===== config.mk =====
export PLATFORM = sky130hd
export DESIGN_NAME = stat_test_window
export DESIGN_NICKNAME = d
export VERILOG_FILES = /design/src/rtl/stat_test_pkg.sv /design/src/rtl/stat_popcount.sv /design/src/rtl/stat_test_window.sv
export SDC_FILE = /design/constraint.sdc
export NUM_CORES = 1
export LEC_CHECK = 0
export ABC_AREA = 1
export BUFFER_PORTS_ARGS = -buffer_cell sky130_fd_sc_hd__buf_2
export CAP_MARGIN = 10
export CORE_MARGIN = 3
export CORE_UTILIZATION = 35
export CTS_BUF_LIST = sky130_fd_sc_hd__clkbuf_2 sky130_fd_sc_hd__clkbuf_4 sky130_fd_sc_hd__clkbuf_8
export DETAILED_ROUTE_END_ITERATION = 7
export GPL_TIMING_DRIVEN = 0
export SKIP_LAST_GASP = 1
export SLEW_MARGIN = 10
export SYNTH_ARGS = -nofsm -noshare
export SYNTH_HDL_FRONTEND = slang
export SYNTH_SLANG_ARGS = --single-unit

===== constraint.sdc =====
create_clock -name clk -period 6 [get_ports clk]
set_input_delay 1.2 -clock clk [delete_from_list [all_inputs] [get_ports clk]]
set_output_delay 1.2 -clock clk [all_outputs]
set_load 0.03 [all_outputs]

===== src/rtl/stat_test_pkg.sv =====
// Shared types and helpers for the stat_test_window health-check block.
package stat_test_pkg;

  // Sample-level sequencing states.
  typedef enum logic [2:0] {
    ST_IDLE    = 3'd0,
    ST_COLLECT = 3'd1,
    ST_FLUSH   = 3'd2,
    ST_EVAL    = 3'd3,
    ST_DONE    = 3'd4
  } state_t;

  // Bit positions inside test_en / fail_flags.
  localparam int MONOBIT = 0;
  localparam int TRANS   = 1;

  // Accumulator width able to hold a full-sample count (0..words*word_w).
  function automatic int cnt_width(input int words, input int word_w);
    return $clog2(words * word_w + 1);
  endfunction

endpackage


===== src/rtl/stat_popcount.sv =====
// Combinational population count built as a balanced binary adder tree.
module stat_popcount
  import stat_test_pkg::*;
#(
  parameter int WORD_W = 64,
  parameter int OUT_W  = $clog2(WORD_W + 1)
) (
  input  logic [WORD_W-1:0] word,
  output logic [OUT_W-1:0]  count
);

  // Leaves are padded up to a power of two so every level halves cleanly.
  localparam int LEVELS = $clog2(WORD_W);
  localparam int LEAVES = 1 << LEVELS;

  for (genvar lv = 0; lv <= LEVELS; lv++) begin : g_lvl
    logic [OUT_W-1:0] sum [LEAVES >> lv];
    for (genvar gi = 0; gi < (LEAVES >> lv); gi++) begin : g_node
      if (lv == 0) begin : g_leaf
        if (gi < WORD_W) begin : g_bit
          assign sum[gi] = OUT_W'(word[gi]);
        end else begin : g_pad
          assign sum[gi] = '0;
        end
      end else begin : g_add
        assign sum[gi] = g_lvl[lv-1].sum[2*gi] + g_lvl[lv-1].sum[2*gi+1];
      end
    end
  end

  assign count = g_lvl[LEVELS].sum[0];

endmodule


===== src/rtl/stat_test_window.sv =====
// Windowed monobit and 0->1 transition health test over a sample of random words.
module stat_test_window
  import stat_test_pkg::*;
#(
  parameter int WORD_W       = 64,
  parameter int SAMPLE_WORDS = 15625,
  parameter int CNT_W        = cnt_width(SAMPLE_WORDS, WORD_W),
  parameter int FCNT_W       = 8
) (
  input  logic              clk,
  input  logic              stat_trng_rst_n,
  input  logic              start,
  input  logic              cont_mode,
  input  logic [1:0]        test_en,
  input  logic [CNT_W-1:0]  ones_lo,
  input  logic [CNT_W-1:0]  ones_hi,
  input  logic [CNT_W-1:0]  trans_lo,
  input  logic [CNT_W-1:0]  trans_hi,
  input  logic [WORD_W-1:0] random_reg,
  input  logic              rng_valid,
  output logic              enable_TRO,
  output logic              done,
  output logic              stat_error,
  output logic [1:0]        fail_flags,
  output logic [FCNT_W-1:0] fail_cnt,
  output logic [CNT_W-1:0]  debug_ones,
  output logic [CNT_W-1:0]  debug_trans
);

  localparam int POP_W = $clog2(WORD_W + 1);
  localparam int WC_W  = $clog2(SAMPLE_WORDS + 1);

  state_t             state_reg, state_next;
  logic               start_go;        // any sample start, explicit or auto-restart
  logic               start_explicit;  // start pulse honoured: re-latch config
  logic               accept;
  logic               last_accept;
  logic [WC_W-1:0]    word_cnt_reg;
  logic               prev_bit_reg;
  logic [WORD_W-1:0]  b01;
  logic [POP_W-1:0]   pop_ones, pop_b01;
  logic [POP_W-1:0]   pc_ones_reg, pc_trans_reg;
  logic               stage1_vld_reg;
  logic [CNT_W-1:0]   ones_acc_reg, trans_acc_reg;
  logic [1:0]         test_en_reg;
  logic [CNT_W-1:0]   ones_lo_reg, ones_hi_reg, trans_lo_reg, trans_hi_reg;
  logic [1:0]         fail_next;
  logic [1:0]         fail_flags_reg;
  logic               done_reg;
  logic [FCNT_W-1:0]  fail_cnt_reg;

  assign accept      = (state_reg == ST_COLLECT) && rng_valid &&
                       (word_cnt_reg < WC_W'(SAMPLE_WORDS));
  assign last_accept = accept && (word_cnt_reg == WC_W'(SAMPLE_WORDS - 1));

  // A 0->1 transition lands on bit i when bit i is 1 and its MSB-side neighbour is 0;
  // the neighbour of the MSB is the last bit of the previous word.
  assign b01 = ~{prev_bit_reg, random_reg[WORD_W-1:1]} & random_reg;

  stat_popcount #(.WORD_W(WORD_W)) u_pop_ones (.word(random_reg), .count(pop_ones));
  stat_popcount #(.WORD_W(WORD_W)) u_pop_b01  (.word(b01),        .count(pop_b01));

  assign fail_next[MONOBIT] = test_en_reg[MONOBIT] &
                              ((ones_acc_reg < ones_lo_reg) | (ones_acc_reg > ones_hi_reg));
  assign fail_next[TRANS]   = test_en_reg[TRANS] &
                              ((trans_acc_reg < trans_lo_reg) | (trans_acc_reg > trans_hi_reg));

  // State register.
  always_ff @(posedge clk or negedge stat_trng_rst_n) begin
    if (!stat_trng_rst_n) state_reg <= ST_IDLE;
    else                  state_reg <= state_next;
  end

  // Next-state decode; start is only honoured from IDLE or DONE.
  always_comb begin
    state_next     = state_reg;
    start_go       = 1'b0;
    start_explicit = 1'b0;
    case (state_reg)
      ST_IDLE: begin
        if (start) begin
          start_go       = 1'b1;
          start_explicit = 1'b1;
          state_next     = ST_COLLECT;
        end
      end
      ST_COLLECT: if (last_accept) state_next = ST_FLUSH;
      ST_FLUSH:   state_next = ST_EVAL;
      ST_EVAL:    state_next = ST_DONE;
      ST_DONE: begin
        if (start || cont_mode) begin
          start_go       = 1'b1;
          start_explicit = start;
          state_next     = ST_COLLECT;
        end
      end
      default:    state_next = ST_IDLE;
    endcase
  end

  // Word counter and the stream bit carried between consecutive words.
  always_ff @(posedge clk or negedge stat_trng_rst_n) begin
    if (!stat_trng_rst_n) begin
      word_cnt_reg <= '0;
      prev_bit_reg <= 1'b1;
    end else if (start_go) begin
      word_cnt_reg <= '0;
      prev_bit_reg <= 1'b1;
    end else if (accept) begin
      word_cnt_reg <= word_cnt_reg + WC_W'(1);
      prev_bit_reg <= random_reg[0];
    end
  end

  // Stage 1: register per-word popcounts.
  always_ff @(posedge clk or negedge stat_trng_rst_n) begin
    if (!stat_trng_rst_n) begin
      pc_ones_reg    <= '0;
      pc_trans_reg   <= '0;
      stage1_vld_reg <= 1'b0;
    end else begin
      stage1_vld_reg <= accept;
      if (accept) begin
        pc_ones_reg  <= pop_ones;
        pc_trans_reg <= pop_b01;
      end
    end
  end

  // Stage 2: sample accumulators.
  always_ff @(posedge clk or negedge stat_trng_rst_n) begin
    if (!stat_trng_rst_n) begin
      ones_acc_reg  <= '0;
      trans_acc_reg <= '0;
    end else if (start_go) begin
      ones_acc_reg  <= '0;
      trans_acc_reg <= '0;
    end else if (stage1_vld_reg) begin
      ones_acc_reg  <= ones_acc_reg + CNT_W'(pc_ones_reg);
      trans_acc_reg <= trans_acc_reg + CNT_W'(pc_trans_reg);
    end
  end

  // Configuration snapshot taken only on an explicit start; auto-restart reuses it.
  always_ff @(posedge clk or negedge stat_trng_rst_n) begin
    if (!stat_trng_rst_n) begin
      test_en_reg  <= '0;
      ones_lo_reg  <= '0;
      ones_hi_reg  <= '0;
      trans_lo_reg <= '0;
      trans_hi_reg <= '0;
    end else if (start_explicit) begin
      test_en_reg  <= test_en;
      ones_lo_reg  <= ones_lo;
      ones_hi_reg  <= ones_hi;
      trans_lo_reg <= trans_lo;
      trans_hi_reg <= trans_hi;
    end
  end

  // Verdict registers: flags, done and the saturating fail counter update together.
  always_ff @(posedge clk or negedge stat_trng_rst_n) begin
    if (!stat_trng_rst_n) begin
      fail_flags_reg <= '0;
      done_reg       <= 1'b0;
      fail_cnt_reg   <= '0;
    end else if (state_reg == ST_EVAL) begin
      fail_flags_reg <= fail_next;
      done_reg       <= 1'b1;
      if ((|fail_next) && (fail_cnt_reg != '1))
        fail_cnt_reg <= fail_cnt_reg + FCNT_W'(1);
    end else begin
      if (start_go)       done_reg       <= 1'b0;
      if (start_explicit) fail_flags_reg <= '0;
    end
  end

  // The TRO runs exactly while words are being collected.
  assign enable_TRO  = (state_reg == ST_COLLECT);
  assign done        = done_reg;
  assign fail_flags  = fail_flags_reg;
  assign stat_error  = |fail_flags_reg;
  assign fail_cnt    = fail_cnt_reg;
  assign debug_ones  = ones_acc_reg;
  assign debug_trans = trans_acc_reg;

endmodule

==> results of run 1 <==
metal layers:
layer / global-route usage / up-vias
met5: 0 / -
met4: 0.0374 / 0
met3: 0.0209 / 32
met2: 0.295 / 224
met1: 0.224 / 5417
li1: - / 5762
cell type report:
| cell class | count | area share |
|---|---|---|
| plain buffers | 27 | 0.00709 |
| clock inverters | 13 | 0.00709 |
| clock buffers | 19 | 0.0151 |
| well taps | 525 | 0.0380 |
| flip-flops and latches | 166 | 0.240 |
| inverters | 388 | 0.0864 |
| repair buffers | 209 | 0.0702 |
| multi-input cells | 1110 | 0.536 |
metrics by stage:
stage	instances	util	setup TNS, ps
2_1_floorplan	1691	-	-247
3_3_place_gp	2419	0.409	-3400
3_5_place_dp	2421	0.410	-4140
4_1_cts	2456	0.421	-0.136
5_1_grt	2457	0.429	-218
6_report	2457	0.429	0
synthesized netlist by cell type, drive strengths merged, types with 13 or more instances:
cell type / instances
o21ai: 79
dfrtp: 165
nand4: 24
nor3: 16
fa: 122
clkbuf: 14
inv: 387
a21oi: 150
nand2: 243
nand3: 40
nor2: 162
ha: 196
buf: 13
power breakdown:
group          switching (W)  total (W)  internal, W
Clock               0.000435   0.000789     0.000354
Sequential          0.000257    0.00178      0.00152
Combinational        0.00437    0.00776      0.00340
Total                0.00506     0.0103      0.00527
path summary, 6_finish.rpt:
check | start | endpoint | slack [ps] | cells past startpoint
worst max-delay path | random_reg[42] | pc_trans_reg[5] | 30 | 20
worst min-delay path | pc_ones_reg[2] | pc_ones_reg[2] | 500 | 2
worst max register to register | prev_bit_reg | pc_trans_reg[5] | 500 | 23
worst min register to register | pc_ones_reg[2] | pc_ones_reg[2] | 500 | 2
max in group asynchronous | stat_trng_rst_n | prev_bit_reg | 4400 | 3
min in group asynchronous | stat_trng_rst_n | ones_lo_reg[8] | 540 | 1
cell families (layout without fill, tap and decap cells):
kind of cell,count (synthesis),count (layout)
adder cells (fa/ha/maj),318,318
flip-flops,166,166
XOR/XNOR,17,17
AND/OR/NAND/NOR,504,504
buffers and inverters,415,656
multiplexers,5,5
AO/OA/AOI/OAI,266,266
worst min-delay path, stage by stage (launching register included):
cell and delay, ps:
dfrtp_1 360, nand2_1 50, o21ai_0 50
layout by cell type (no fill, tap or decap), types with 11 or more instances in the layout:
cell,n
inv_2,51
a21oi_1,149
nand4_1,23
inv_1,327
nor2_1,152
xor2_1,12
buf_2,189
clkbuf_1,14
o21ai_1,11
fa_2,21
clkbuf_8,19
ha_1,161
nand2_1,239
dfrtp_1,165
buf_4,11
o21ai_0,66
fa_1,101
ha_4,32
nand3_1,34
nor3_1,12
repair_timing:
item	4_1_cts	5_1_grt
gates resized for setup	7	93
setup buffers	3	1
pin swaps	8	40
setup endpoints to repair	1	7
endpoints found under the hold margin	0	0
==> summary.txt, run 1 <==
Detailed routing
  • Max Used Layer: met4
  • DRC: 0
  • Met1 wire length: 16,800 um
  • Met3 routed WL: 1390 um
  • DR vias: 11,400
  • Antenna-violating nets left: 0
  • Metal2 WL: 18,000 um
  • Routed vias/inst: 4.65
  • Drt pass-1 iters: 5
  • Wire per inst: 14.9 um
  • Initial DRC Count: 553
  • Routed wire length: 36,700 um

Synthesis
  • Mean Syn Cell Area: 8.55 um2
  • Number of synthesis warnings: 0
  • Post-Synth Simple-Gate Area: 0.150
  • Top cells by area, synth: dfrtp_1 29%, ha_1 17%, fa_1 17%, inv_1 9.8%, nand2_1 6.2%
  • Largest family of logic cells by synthesized area: adder cells
  • Synth Area in Adders: 0.339
  • Compound-gate portion of the synthesized area: 0.100
  • Post-synth ARST share: 1.00
  • Synth Instances: 1,691
  • Post-synthesis mux area share: 0.00390
  • Unique masters post-synth: 56
  • Area leader, netlist: dfrtp_1
  • Synth top area share: 0.286
  • Post-synth top flop: dfrtp_1
  • Register bit total from synthesis: 166
  • Post-synth EDFFs: 0
  • Synth Cell Area: 14,500 um2
  • Seq/Total Area, Yosys: 0.287
  • Post-synthesis xor/xnor area fraction: 0.0103
  • Syn nets: 2,160

Floorplan
  • IO Pins: 204
  • Placeable Area: 40,300 um2
  • Initial core utilization: 0.359
  • Die width: 209 um
  • Full die area: 43,800 um2
  • Die Y: 209 um
  • Num rows: 73

Global route
  • Vias in the first global route: 11,900
  • Total Routing Usage GR: 0.169
  • Global-route wire length before repair: 60,000 um
  • Total grt overflow: 0
  • Largest net degree at the start of global routing: 89
  • Initial antenna violation count: 0

Clocking
  • Clock root buffer master: clkbuf_8
  • Clock Latency Late Sink: 460 ps
  • CTS H-tree lvls: 4
  • Clock Path Buffers: 2
  • CTS buffer count: 17
  • CTS tree: built
  • Clock Pin Slew Worst Setup and Hold Paths: 90 ps
  • Total clock sinks: 166
  • Hold-fix buffers at CTS: 0

Power
  • Pwr dens: 597 nW/um2
  • Pwr Total: 0.0103 W
  • Max VDD drop: 0.983 mV
  • Leakage: 9.11 nW

STA
  • Final Cycle Share: 0.995
  • Min Tclk post-route: 5970 ps
  • Min Hold Slack: 498 ps
  • Final setup margin: 32.9 ps
  • Final Hold Viols: 0
  • Worst-Margin Slew: 732 ps
  • Setup violators final: 0
  • Clk_skew: 9.21 ps
  • Achievable clock frequency: 0.168 GHz
  • Final Max Slew Viols: 0
  • Slew margin rel.: 0.509
  • Unrepaired setup endpoints after global routing: yes

Worst setup path
  • CP startpoint kind: input pin
  • Req. time, crit path: 6350 ps
  • CP most frequent cell: fa_1
  • Max FO, Critical Path: 4
  • Critical path capture point type: flop
  • Bufs and invs on worst path: 6
  • Slowest stage delay, CP: 570 ps
  • Crit-path cells: buf_2, nor2_1, ha_4, inv_1, fa_1, fa_1, inv_1, fa_1, fa_2, fa_2, fa_1, inv_1, fa_1, inv_2, ha_4, inv_2, fa_2, o221ai_2, xnor2_1, o21ai_1
  • Crit-path slowest cell: fa_2
  • Delay-heaviest family, CP: adder cells
  • Crit path DAT: 6320 ps
  • Worst Path Class, Setup: input pin to flop

Final layout
  • FF/Latch Area: 4160 um2
  • Share of layout cells above drive strength 1: 0.213
  • Layout area overhead: 19.7%
  • Fillers: 4,008
  • Final net count: 2,388
  • Multi-input logic area: 9270 um2
  • Diodes inserted: 0
  • Fin area: 17,300 um2

Outcome
  • Status: finished, final reports clean

Place
  • # port buffers: 203
  • GP Congestion: 0.847
  • DPL Wire Length: 31,000 um
  • Placed cell area: 16,500 um2
  • Dpl ws: -628 ps

Run
  • Number of max-cap violations: 0

Min path
  • Hold Crit Class: flop to flop
Power figures use the tool's default switching activity.
==> run 2, diff against run 1 <==
--- a/config.mk
+++ b/config.mk
@@ -7,7 +7,6 @@
 export LEC_CHECK = 0
 export ABC_AREA = 1
 export BUFFER_PORTS_ARGS = -buffer_cell sky130_fd_sc_hd__buf_2
-export CAP_MARGIN = 10
 export CORE_MARGIN = 3
 export CORE_UTILIZATION = 35
 export CTS_BUF_LIST = sky130_fd_sc_hd__clkbuf_2 sky130_fd_sc_hd__clkbuf_4 sky130_fd_sc_hd__clkbuf_8
==> constraint.sdc (replaced) <==
create_clock -name clk -period 7.1 [get_ports clk]
set_input_delay 1.42 -clock clk [delete_from_list [all_inputs] [get_ports clk]]
set_output_delay 1.42 -clock clk [all_outputs]
set_load 0.03 [all_outputs]
==> summary.txt, run 2 (same netlist as run 1, synthesis figures left out) <==
Place
  • Placed cell area: 16,200 um2 (was 16,500 um2)
  • # port buffers: 203 (unchanged)
  • DPL Wire Length: 30,500 um (was 31,000 um)
  • GP Congestion: 0.855 (was 0.847)
  • Inst Count DP: 2,420 (was 2,421)

Floorplan
  • Num rows: 73 (unchanged)
  • Initial core utilization: 0.359 (unchanged)
  • Placeable Area: 40,300 um2 (unchanged)
  • IO Pins: 204 (unchanged)
  • Full die area: 43,800 um2 (unchanged)
  • Die Y: 209 um (unchanged)
  • Die width: 209 um (unchanged)

Worst setup path
  • Req. time, crit path: 7480 ps (was 6350 ps)
  • Max FO, Critical Path: 2 (was 4)
  • CP startpoint kind: input pin (unchanged)
  • Critical path capture point type: flop (unchanged)
  • Reg2reg setup slack: 1120 ps (was 500 ps)
  • Worst Path Class, Setup: input pin to flop (unchanged)
  • Crit path DAT: 6970 ps (was 6320 ps)

STA
  • Final Cycle Share: 0.928
  • Clk_skew: 11.6 ps (was 9.21 ps)
  • TNS Setup: 0 ps (unchanged)
  • Final Max Slew Viols: 0 (unchanged)
  • Achievable clock frequency: 0.152 GHz
  • Final Hold Viols: 0 (unchanged)
  • Min Tclk post-route: 6590 ps
  • Worst-Margin Slew: 743 ps (was 732 ps)
  • Setup violators final: 0 (unchanged)
  • Unrepaired setup endpoints after global routing: no (was yes)
  • Slew margin rel.: 0.502 (was 0.509)

Clocking
  • Clock Path Buffers: 2 (unchanged)
  • Clock Pin Slew Worst Setup and Hold Paths: 100 ps (was 90 ps)
  • Clock Latency Late Sink: 490 ps (was 460 ps)
  • Post-CTS Setup Bufs: 0 (was 3)
  • Post-cts resize count: 0 (was 7)
  • Hold-fix buffers at CTS: 0 (unchanged)
  • CTS buffer count: 17 (unchanged)
  • Clock root buffer master: clkbuf_8 (unchanged)
  • CTS tree: built (unchanged)
  • Total clock sinks: 166 (unchanged)
  • CTS H-tree lvls: 4 (unchanged)

Detailed routing
  • DRC: 0 (unchanged)
  • Antenna-violating nets left: 0 (unchanged)
  • Drt pass-1 iters: 5 (unchanged)
  • Wire per inst: 14.8 um (was 14.9 um)
  • Initial DRC Count: 596 (was 553)
  • Routed vias/inst: 4.66 (was 4.65)
  • DR vias: 11,400 (about the same)
  • Routed wire length: 36,400 um (was 36,700 um)

Final layout
  • Share of layout cells above drive strength 1: 0.146 (was 0.213)
  • Commonest non-fill, non-tap cell in the layout: inv_1 (unchanged)
  • Fin area: 16,600 um2 (was 17,300 um2)
  • Diodes inserted: 0 (unchanged)
  • Final core occ: 0.412 (was 0.429)
  • Non-Filler Instances: 2,452 (was 2,457)
  • Layout area overhead: 14.9% (was 19.7%)
  • Final net count: 2,383 (was 2,388)
  • Fillers: 4,106 (was 4,008)
  • Most frequent cells in the layout: 379 x inv_1, 239 x nand2_1, 207 x buf_2 (was 327 x inv_1, 239 x nand2_1, 189 x buf_2)
  • FF/Latch Area: 4160 um2 (unchanged)
  • Multi-input logic area: 8720 um2 (was 9270 um2)

Global route
  • Global-route wire length before repair: 58,900 um (was 60,000 um)
  • Largest net degree at the start of global routing: 95 (was 89)
  • Initial antenna violation count: 0 (unchanged)
  • Total Routing Usage GR: 0.168 (was 0.169)
  • Vias in the first global route: 11,600 (was 11,900)
  • Total grt overflow: 0 (unchanged)

Power
  • Leakage: 9.13 nW (was 9.11 nW)
  • Pwr dens: 474 nW/um2 (was 597 nW/um2)
  • Max VDD drop: 0.642 mV (was 0.983 mV)

Run
  • Number of max-cap violations: 0 (unchanged)

Min path
  • Hold Crit Class: flop to flop (unchanged)

Outcome
  • Status: finished, final reports clean (unchanged)
-- run 2: cell count changes in the layout (fill, tap and decap cells not counted), moves of 5 or more --
cell / previous run / this run
buf_6: 8 / 2
ha_1: 161 / 196
nor2_2: 7 / 2
o21ai_1: 11 / 4
fa_1: 101 / 122
buf_4: 11 / 0
o21ai_0: 66 / 73
buf_2: 189 / 207
inv_4: 6 / 1
fa_2: 21 / 0
nor2_1: 152 / 158
ha_4: 32 / 0
inv_1: 327 / 379
inv_2: 51 / 7
-- run 2: where the power goes --
part	leakage (nW)	switching (W)	internal, W
Sequential	2.02	0.000222	0.00129
Clock	0.214	0.000382	0.000391
Combinational	6.90	0.00332	0.00228
-- run 2: layer usage --
layer / vias up / routed length [um] / global-route usage
li1: 5752 / - / -
met1: 5398 / 17000 / 0.226
met2: 243 / 17300 / 0.284
met3: 36 / 1430 / 0.0224
met4: 0 / 654 / 0.0443
met5: - / 0 / 0
-- run 2: critical path, stage by stage --
cell and delay (ps):
buf_2 90, inv_1 50, ha_1 170, ha_1 270
inv_1 50, fa_1 540, inv_1 60, fa_1 530
inv_1 60, fa_1 530, inv_1 50, fa_1 530
inv_1 60, fa_1 500, fa_1 450, fa_1 450
inv_1 70, ha_1 160, inv_1 60, fa_1 390
o221ai_1 240, xnor2_1 140, o21ai_0 80
-- run 2: cell type report --
class                   instances  area share
inverters                     388      0.0879
flip-flops and latches        166       0.250
clock buffers                  18      0.0145
multi-input cells            1110       0.525
plain buffers                  27     0.00738
clock inverters                14      0.0121
repair buffers                204      0.0634
well taps                     525      0.0396
-- run 2: per-stage QoR --
step	hold WS, ps	total power (W)	setup WS (ps)
6_report	502	0.00787	513
4_1_cts	508	0.00801	491
3_5_place_dp	486	0.00720	-59.3
2_1_floorplan	453	0.00575	301
3_3_place_gp	474	0.00700	-14.9
5_1_grt	533	0.00896	271
-- run 2: final timing paths --
check	from	end	cells after the start
worst max-delay path	random_reg[63]	pc_trans_reg[5]	23
worst min-delay path	pc_ones_reg[2]	pc_ones_reg[2]	2
worst max register to register	prev_bit_reg	pc_trans_reg[5]	21
worst min register to register	pc_ones_reg[2]	pc_ones_reg[2]	2
max in group asynchronous	stat_trng_rst_n	trans_hi_reg[8]	2
min in group asynchronous	stat_trng_rst_n	ones_lo_reg[14]	1
==> run 3, diff against run 2 <==
--- a/config.mk
+++ b/config.mk
@@ -12,6 +12,8 @@
 export CTS_BUF_LIST = sky130_fd_sc_hd__clkbuf_2 sky130_fd_sc_hd__clkbuf_4 sky130_fd_sc_hd__clkbuf_8
 export DETAILED_ROUTE_END_ITERATION = 7
 export GPL_TIMING_DRIVEN = 0
+export PLACE_DENSITY = 0.61
+export RECOVER_POWER = 25
 export SKIP_LAST_GASP = 1
 export SLEW_MARGIN = 10
 export SYNTH_ARGS = -nofsm -noshare
==> constraint.sdc (replaced) <==
create_clock -name clk -period 6.84 [get_ports clk]
set_input_delay 1.368 -clock clk [delete_from_list [all_inputs] [get_ports clk]]
set_output_delay 1.368 -clock clk [all_outputs]
set_load 0.03 [all_outputs]
==> summary.txt, run 3 (same netlist as run 1, synthesis figures left out) <==
Floorplan
  • Die Y: 209 um (unchanged)
  • IO Pins: 204 (unchanged)
  • Full die area: 43,800 um2 (unchanged)
  • Placeable Area: 40,300 um2 (unchanged)
  • Num rows: 73 (unchanged)
  • Initial core utilization: 0.359 (unchanged)
  • Die width: 209 um (unchanged)

STA
  • Setup violators final: 0 (unchanged)
  • Clk_skew: 11.0 ps (was 11.6 ps)
  • TNS Setup: 0 ps (unchanged)
  • Final Cycle Share: 0.959
  • Final Hold Viols: 0 (unchanged)
  • Slew margin rel.: -2.43 (was 0.502)
  • Min Tclk post-route: 6560 ps
  • Achievable clock frequency: 0.152 GHz
  • Final Max Slew Viols: 93 (was 0)
  • Unrepaired setup endpoints after global routing: no (unchanged)
  • Worst-Margin Slew: 5140 ps (was 743 ps)
  • Min Hold Slack: 492 ps (was 502 ps)

Global route
  • Largest net degree at the start of global routing: 93 (was 95)
  • Total grt overflow: 0 (unchanged)
  • Met3 GRT Util: 0.0239 (was 0.0224)
  • Total Routing Usage GR: 0.168 (about the same)
  • Met1 GRT Util: 0.229 (was 0.226)
  • Global-route wire length before repair: 59,700 um (was 58,900 um)
  • Top Usage Layer GRT: met2 (unchanged)
  • M2 GR Usage: 0.280 (was 0.284)
  • Vias in the first global route: 11,700 (was 11,600)
  • Initial antenna violation count: 0 (unchanged)

Clocking
  • Post-CTS Setup Bufs: 0 (unchanged)
  • Clock Path Buffers: 2 (unchanged)
  • Clock Pin Slew Worst Setup and Hold Paths: 90 ps (was 100 ps)
  • Clock root buffer master: clkbuf_8 (unchanged)
  • Post-cts resize count: 0 (unchanged)
  • Total clock sinks: 166 (unchanged)
  • CTS tree: built (unchanged)
  • CTS buffer count: 17 (unchanged)
  • CTS H-tree lvls: 4 (unchanged)
  • Hold-fix buffers at CTS: 0 (unchanged)
  • Clock Latency Late Sink: 470 ps (was 490 ps)

Worst setup path
  • Crit path DAT: 6910 ps (was 6970 ps)
  • CP startpoint kind: input pin (unchanged)
  • Worst Path Class, Setup: input pin to flop (unchanged)
  • Critical path capture point type: flop (unchanged)
  • Max FO, Critical Path: 3 (was 2)
  • Critical R2R Launch: prev_bit_reg (unchanged)
  • Reg2reg path depth: 21 (unchanged)
  • RR Endpoint: pc_trans_reg[5] (unchanged)
  • Req. time, crit path: 7190 ps (was 7480 ps)
  • Reg2reg setup slack: 870 ps (was 1120 ps)

Detailed routing
  • Routed vias/inst: 4.71 (was 4.66)
  • Routed wire length: 36,300 um (was 36,400 um)
  • Drt pass-1 iters: 5 (unchanged)
  • DRC: 0 (unchanged)
  • Antenna-violating nets left: 0 (unchanged)
  • Wire per inst: 14.8 um (about the same)
  • Initial DRC Count: 707 (was 596)
  • DR vias: 11,500 (was 11,400)

Min path
  • Hold EP: pc_ones_reg[4] (was pc_ones_reg[2])
  • Hold Crit Start: pc_ones_reg[4] (was pc_ones_reg[2])
  • Hold path cells: 2 (unchanged)
  • Hold Crit Class: flop to flop (unchanged)

Final layout
  • Fin area: 16,600 um2 (about the same)
  • Share of layout cells above drive strength 1: 0.144 (was 0.146)
  • Layout area overhead: 14.7% (was 14.9%)
  • Commonest non-fill, non-tap cell in the layout: inv_1 (unchanged)
  • Diodes inserted: 0 (unchanged)
  • Most frequent cells in the layout: 379 x inv_1, 240 x nand2_1, 207 x buf_2 (was 379 x inv_1, 239 x nand2_1, 207 x buf_2)
  • Final net count: 2,383 (unchanged)
  • Non-Filler Instances: 2,452 (unchanged)

Power
  • Max VDD drop: 0.755 mV (was 0.642 mV)
  • Leakage: 9.13 nW (about the same)
  • Pwr Total: 0.00812 W (was 0.00787 W)
  • Pwr dens: 490 nW/um2 (was 474 nW/um2)

Place
  • GP Congestion: 0.857 (was 0.855)
  • # port buffers: 203 (unchanged)
  • Inst Count DP: 2,420 (unchanged)
  • Placed cell area: 16,200 um2 (unchanged)
  • DPL Wire Length: 30,300 um (was 30,500 um)

Run
  • Number of max-cap violations: 1 (was 0)

Outcome
  • Status: finished with violations (was finished, final reports clean)
  • Violated checks: max-capacitance violations, max-slew violations
==> run 3: worst max-delay path by stage <==
stage          cells after the start              end  slack (ps)            from
2_1_floorplan                     22  pc_trans_reg[5]          90  random_reg[63]
3_3_place_gp                      23  pc_trans_reg[5]        -230  random_reg[63]
3_5_place_dp                      22  pc_trans_reg[5]        -250  random_reg[62]
4_1_cts                           23  pc_trans_reg[5]         270  random_reg[63]
5_1_grt                           23  pc_trans_reg[5]          20  random_reg[63]
6_report                          22  pc_trans_reg[5]         280  random_reg[62]
==> run 3: area by class of cell <==
class | instances | area [um2]
Tap cell | 525 | 657
Timing Repair Buffer | 204 | 1040
Multi-Input combinational cell | 1110 | 8700
Clock inverter | 12 | 175
Sequential cell | 166 | 4160
Clock buffer | 20 | 269
Fill cell | 4028 | 23700
Buffer | 27 | 123
Inverter | 388 | 1460
==> run 3: report_power, final <==
part / switching, W / internal [W] / leakage [nW]
logic: 0.00340 / 0.00235 / 6.90
registers: 0.000234 / 0.00133 / 2.02
clock network: 0.000381 / 0.000421 / 0.219
total: 0.00402 / 0.00410 / 9.13
==> run 3: stage by stage <==
step	worst slack, ps	utilization
global route	19.7	0.412
finish	281	0.412
floorplan	92.7	-
CTS	270	0.412
global placement	-228	0.400
detailed placement	-246	0.401
==> run 3: worst max-delay path, stage by stage <==
cell,delay [ps]
buf_2,110
ha_1,190
ha_1,270
inv_1,50
fa_1,540
inv_1,60
fa_1,530
inv_1,60
fa_1,520
inv_1,50
fa_1,520
inv_1,60
fa_1,500
fa_1,460
fa_1,460
inv_1,70
ha_1,170
inv_1,60
fa_1,390
o221ai_1,250
xnor2_1,150
o21ai_0,80
==> run 3: layer usage <==
| layer | vias up | wire length [um] |
|---|---|---|
| li1 | 5756 | - |
| met1 | 5469 | 16900 |
| met2 | 275 | 16900 |
| met3 | 37 | 1730 |
| met4 | 0 | 792 |
| met5 | - | 0 |
